===== config.mk =====
export PLATFORM = sky130hd
export DESIGN_NAME = bcd_counter_chain
export DESIGN_NICKNAME = d
export VERILOG_FILES = /design/src/rtl/bcd_pkg.sv /design/src/rtl/bcd_digit.sv /design/src/rtl/bcd_counter_chain.sv
export SDC_FILE = /design/constraint.sdc
export NUM_CORES = 1
export LEC_CHECK = 0
export CORE_MARGIN = 10
export CORE_UTILIZATION = 25
export DETAILED_ROUTE_END_ITERATION = 10
export PLACE_DENSITY_LB_ADDON = 0.12
export SYNTH_ARGS = -nofsm -noshare
export SYNTH_HDL_FRONTEND = slang
export SYNTH_HIERARCHICAL = 1
export SYNTH_SLANG_ARGS = --single-unit
export TNS_END_PERCENT = 20

===== constraint.sdc =====
create_clock -name clk -period 2.4 [get_ports clk]
set_clock_uncertainty 0.15 [all_clocks]
set_input_delay 0.72 -clock clk [delete_from_list [all_inputs] [get_ports clk]]
set_output_delay 0.72 -clock clk [all_outputs]
set_load 0.02 [all_outputs]

===== src/rtl/bcd_pkg.sv =====
`default_nettype none
//------------------------------------------------------------------------------
//  Package : bcd_pkg
//  Brief   : Shared BCD digit type, digit limits and load clamp helper.
//  Rev     : 1.0  initial release
//------------------------------------------------------------------------------
package bcd_pkg;

   typedef logic [3:0] bcd_digit_t;

   localparam bcd_digit_t BCD_MAX = 4'd9;
   localparam bcd_digit_t BCD_MIN = 4'd0;

   // Non-decimal nibbles (A..F) are forced to the largest legal digit.
   function automatic bcd_digit_t bcd_clamp(input logic [3:0] v);
      return (v > BCD_MAX) ? BCD_MAX : v;
   endfunction

endpackage
`default_nettype wire


===== src/rtl/bcd_digit.sv =====
`default_nettype none
//------------------------------------------------------------------------------
//  Module  : bcd_digit
//  Brief   : One registered BCD digit with clear, clamped load and
//            increment/decrement that wrap or hold at the digit limits.
//  Rev     : 1.0  initial release
//------------------------------------------------------------------------------
module bcd_digit
   import bcd_pkg::*;
(
   input  logic       clk,
   input  logic       reset_n,
   input  logic       inc,
   input  logic       dec,
   input  logic       clr,
   input  logic       ld,
   input  logic [3:0] ld_val,
   input  logic       wrap_en,
   output logic [3:0] digit,
   output logic       at_max,
   output logic       at_min
);

   bcd_digit_t digit_q;
   bcd_digit_t digit_d;

   // Next digit value: clear beats load beats inc beats dec.
   always_comb begin
      digit_d = digit_q;
      if (clr) begin
         digit_d = BCD_MIN;
      end else if (ld) begin
         digit_d = bcd_clamp(ld_val);
      end else if (inc) begin
         if (digit_q == BCD_MAX) begin
            digit_d = wrap_en ? BCD_MIN : digit_q;
         end else begin
            digit_d = digit_q + 4'd1;
         end
      end else if (dec) begin
         if (digit_q == BCD_MIN) begin
            digit_d = wrap_en ? BCD_MAX : digit_q;
         end else begin
            digit_d = digit_q - 4'd1;
         end
      end
   end

   // Digit register with synchronous active-low reset.
   always_ff @(posedge clk) begin
      if (!reset_n) begin
         digit_q <= BCD_MIN;
      end else begin
         digit_q <= digit_d;
      end
   end

   assign digit  = digit_q;
   assign at_max = (digit_q == BCD_MAX);
   assign at_min = (digit_q == BCD_MIN);

endmodule
`default_nettype wire


===== src/rtl/bcd_counter_chain.sv =====
`default_nettype none
//------------------------------------------------------------------------------
//  Module  : bcd_counter_chain
//  Brief   : NDIGITS-digit up/down BCD counter with clear, clamped load,
//            hold, terminal-count flag and registered wrap/saturate pulse.
//  Rev     : 1.0  initial release
//------------------------------------------------------------------------------
module bcd_counter_chain
   import bcd_pkg::*;
#(
   parameter int NDIGITS = 4,
   parameter int WRAP    = 1
)(
   input  logic                   clk,
   input  logic                   reset_n,
   input  logic                   en,
   input  logic                   stp,
   input  logic                   up_dn,
   input  logic                   clr,
   input  logic                   load,
   input  logic [4*NDIGITS-1:0]   load_val,
   output logic [4*NDIGITS-1:0]   count,
   output logic                   tc,
   output logic                   ovf
);

   logic               w_step;
   logic               w_tc;
   logic               w_wrap_en;
   logic [NDIGITS-1:0] w_at_max;
   logic [NDIGITS-1:0] w_at_min;
   logic [NDIGITS:0]   w_lo_max;
   logic [NDIGITS:0]   w_lo_min;
   logic               ovf_q;
   logic               ovf_d;

   assign w_step = en && !stp;

   // Enable chain: bit i is set when every digit below i sits at its limit.
   always_comb begin
      w_lo_max    = '0;
      w_lo_min    = '0;
      w_lo_max[0] = 1'b1;
      w_lo_min[0] = 1'b1;
      for (int k = 0; k < NDIGITS; k++) begin
         w_lo_max[k+1] = w_lo_max[k] & w_at_max[k];
         w_lo_min[k+1] = w_lo_min[k] & w_at_min[k];
      end
   end

   // A full-chain limit in the current direction marks the terminal value.
   assign w_tc = w_step && !clr && !load &&
                 (up_dn ? w_lo_max[NDIGITS] : w_lo_min[NDIGITS]);

   // Ordinary digit rollovers always wrap; only a terminal step may saturate.
   assign w_wrap_en = (WRAP != 0) || !w_tc;

   genvar i;
   generate
      for (i = 0; i < NDIGITS; i++) begin : g_digit
         bcd_digit u_digit (
            .clk     (clk),
            .reset_n (reset_n),
            .inc     (w_step &&  up_dn && w_lo_max[i]),
            .dec     (w_step && !up_dn && w_lo_min[i]),
            .clr     (clr),
            .ld      (load),
            .ld_val  (load_val[4*i +: 4]),
            .wrap_en (w_wrap_en),
            .digit   (count[4*i +: 4]),
            .at_max  (w_at_max[i]),
            .at_min  (w_at_min[i])
         );
      end
   endgenerate

   // tc already excludes clr/load, so it is exactly the next-cycle pulse.
   assign ovf_d = w_tc;

   // Overflow pulse register, cleared by reset.
   always_ff @(posedge clk) begin
      if (!reset_n) begin
         ovf_q <= 1'b0;
      end else begin
         ovf_q <= ovf_d;
      end
   end

   assign tc  = w_tc;
   assign ovf = ovf_q;

endmodule
`default_nettype wire


==> metrics.md <==
| Metric | Value |
|---|---|
| Run status | `finished with violations` |
| Failing checks | `negative setup slack` |
| Worst ir drop on vdd | `0.2288 mV` |
| Clock-pin transition on the worst setup and hold timing paths | `0.08 ns` |
| DR iter-0 viols | `75` |
| Reg area | `341.6 um2` |
| Drt drc | `0` |
| Layout area overhead | `56.08%` |
| Worst-path cell chain | `or4_4 > inv_2 > and3_4 > a22oi_2 > nor4_4 > buf_4` |
| Grt total ovfl | `0` |
| Final setup violation count | `1` |
| DIE HEIGHT | `around 110 um` |
| Layout cells sized above 1 | `28.57%` |
| HP Class | `reg -> reg` |
| Max-cap check violation count | `0` |
| EDFF count, synth | `0` |
| Vias post-DR | `~2200` |
| # hold bufs at CTS | `0` |
| Skew-Pair Late Insertion Delay | `0.26 ns` |
| Crit path DAT | `1.80 ns` |
| CP Launch Type | `flop` |
| Warnings, synthesis | `6` |
| CP required | `~1.5 ns` |
| Syn_area_per_cell | `7.463 um2` |
| Die ar. | `0.01150 mm2` |
| Most numerous cell in the Yosys netlist | `clkbuf_1` |
| Largest net degree at the start of global routing | `38` |
| Critical path class | `reg -> out` |
| Endpoints failing hold | `0` |
| Vias in the first global route | `2190` |
| All-Layer GR Usage | `10.92%` |
| Max FO, Critical Path | `2` |
| Slew Viols, Final | `0` |
| Routed Antenna Nets | `0` |
| Core Util, Final | `40.52%` |
| IO Pins | `41` |
| Critical Path Start | `g_digit[0].u_digit/digit[0]$_SDFFE_PP0P_` |
| DRT Pass-1 Iters | `4` |
| Sequential share of the synthesized area | `between 10% and 20%` |
| Worst r2r src | `g_digit[2].u_digit/digit[0]$_SDFFE_PP0P_` |
| CTS root buf | `clkbuf_8` |
| Min cycle time layout | `2.675 ns` |
| Die width | `107.3 um` |
| Multi-input gate area | `roughly 0.0016 mm2` |
| Dominant cell type by area after synthesis | `dfxtp_1` |
| WHS | `about 0.57 ns` |
| DR vias/cell | `4.973` |
| Fin crit share | `111.4%` |
| CTS buffer count | `3` |
| Synthesized area | `approximately 0.0019 mm2` |
| PnR worst setup slack | `-0.2747 ns` |
| Worst path slowest cell | `or4_4` |
| CTS tree | `yes` |
| CTS Sinks | `17` |
| Post-synth top area share | `17.88%` |
| Commonest cells post-synth | `20 x clkbuf_1, 17 x dfxtp_1, 16 x a21oi_1, 16 x o21ai_0, 13 x nor3_1` |
| Primary FF master, synth | `dfxtp_1` |
| Drt total wl | `6442 um` |
| Std cell rows | `31` |
| Fin Setup TNS | `-0.2747 ns` |
| Slowest cell delay on critical path | `~0.54 ns` |
| Initial Util | `about a quarter` |
| Synth top area cells | `dfxtp_1 18%, a21oi_1 4.2%, o21ai_0 4.2%` |
| Post-synthesis register bit count | `17` |
| HPWL after detailed placement | `4850 um` |
| RSZ-0062 raised after global routing | `true` |
| Gpl congestion | `0.7846` |
| FFs w/ async S/R, synth | `0%` |
| Worst hold start | `g_digit[3].u_digit/digit[3]$_SDFFE_PP0P_` |
| CP Capture Type | `output port` |
| Max Root-Sink Buffers | `2` |
| Synth cell types | `45` |
| Count of input and output buffers | `40` |
| Setup WS pre-CTS | `-0.8960 ns` |
| Antenna violations before repair | `1` |
| Fillers | `762` |
| Nets@finish | `374` |
| Leakage | `1.166 nW` |
| Core Area | `0.007331 mm2` |
| Power Dens Cells | `327.3 mW/mm2` |
| Mapped Cells | `255` |
| Htree depth | `1` |
| Wire per inst | `14.32 um` |
| First-pass GRT wire length | `around 11000 um` |
| F_max | `around 370 MHz` |
[report_power, final]
group | switching [mW] | total (mW) | leakage [nW] | internal [mW]
logic | 0.211 | 0.443 | 1.00 | 0.232
clock network | 0.109 | 0.225 | 0.0255 | 0.115
registers | 0.00794 | 0.304 | 0.139 | 0.297
total | 0.328 | 0.972 | 1.17 | 0.644
[critical path, delay by kind of cell, from the launching register on]
| kind | cells | cell delay, ns |
|---|---|---|
| and+or+nand+nor | 3 | 0.87 |
| AOI/OAI and AO/OA | 1 | 0.09 |
| buffers and inverters | 2 | 0.27 |
| DFF | 1 | 0.33 |
[layer usage]
layer  vias up  part of all wire, %  track usage, %  wire (um)
li1       1161                    -               -          -
met1      1026                   48           14.61       3101
met2        45                   46           17.28       2959
met3         6                  4.7           2.216        304
met4         0                  1.2           2.998         77
met5         -                    0               0          0
[cells by family (layout without fill, tap and decap cells)]
kind of cell | Yosys count | count (layout) | synth area share (%)
flip-flops | 17 | 17 | 17.88
AO/OA/AOI/OAI | 93 | 93 | 34.58
XOR/XNOR | 4 | 4 | 1.841
other | 1 | 17 | 0.1970
buffers and inverters | 32 | 112 | 6.311
AND/OR/NAND/NOR | 108 | 108 | 39.18
[final cells by class]
cell class | instances | area share [%]
Sequential cell | 17 | 11.50
Inverter | 12 | 1.516
Clock buffer | 3 | 1.390
Timing Repair Buffer | 96 | 28.94
Antenna cell | 1 | 0.08425
Clock inverter | 1 | 0.1685
Tap cell | 99 | 4.170
Multi-Input combinational cell | 221 | 52.23
[worst paths after layout]
path	slack, ns	to	cells after the start
worst min-delay path	0.57	g_digit[3].u_digit/digit[3]$_SDFFE_PP0P_	3
worst max register to register	0.11	g_digit[3].u_digit/digit[2]$_SDFFE_PP0P_	9
worst min register to register	0.57	g_digit[3].u_digit/digit[3]$_SDFFE_PP0P_	3
worst max-delay path	-0.27	tc	6
[placed cells by master (no fill, tap or decap), types with 9 or more instances in the layout]
cell / synthesis / final
a21oi_1: 16 / 16
buf_4: 0 / 51
clkdlybuf4s50_1: 0 / 32
conb_1: 1 / 16
dfxtp_1: 17 / 16
nand2b_1: 9 / 9
nor2_1: 9 / 9
nor2b_1: 12 / 12
nor3_1: 13 / 12
o21ai_0: 16 / 15
[repair_timing]
action | CTS | global route
setup buffers | 5 | 0
cloned | 0 | 0
gates resized for setup | 20 | 12
setup endpoints to repair | 15 | 17
pin swaps | 13 | 4
[metrics by stage]
step / area [um2] / power [mW] / cells
after global placement: 2813 / 0.7338 / 440
after floorplan: 1968 / 0.5460 / 270
after CTS: 2932 / 0.9742 / 449
after detailed placement: 2813 / 0.7338 / 440
final: 2970 / 0.9721 / 450
after global routing: 2970 / 1.038 / 450
[registers in the layout, indices dropped and copies added (netlist names)]
signal                 cells
ovf                        1
g_digit.u_digit/digit     16
No activity file was read; power rests on OpenSTA's default activity.
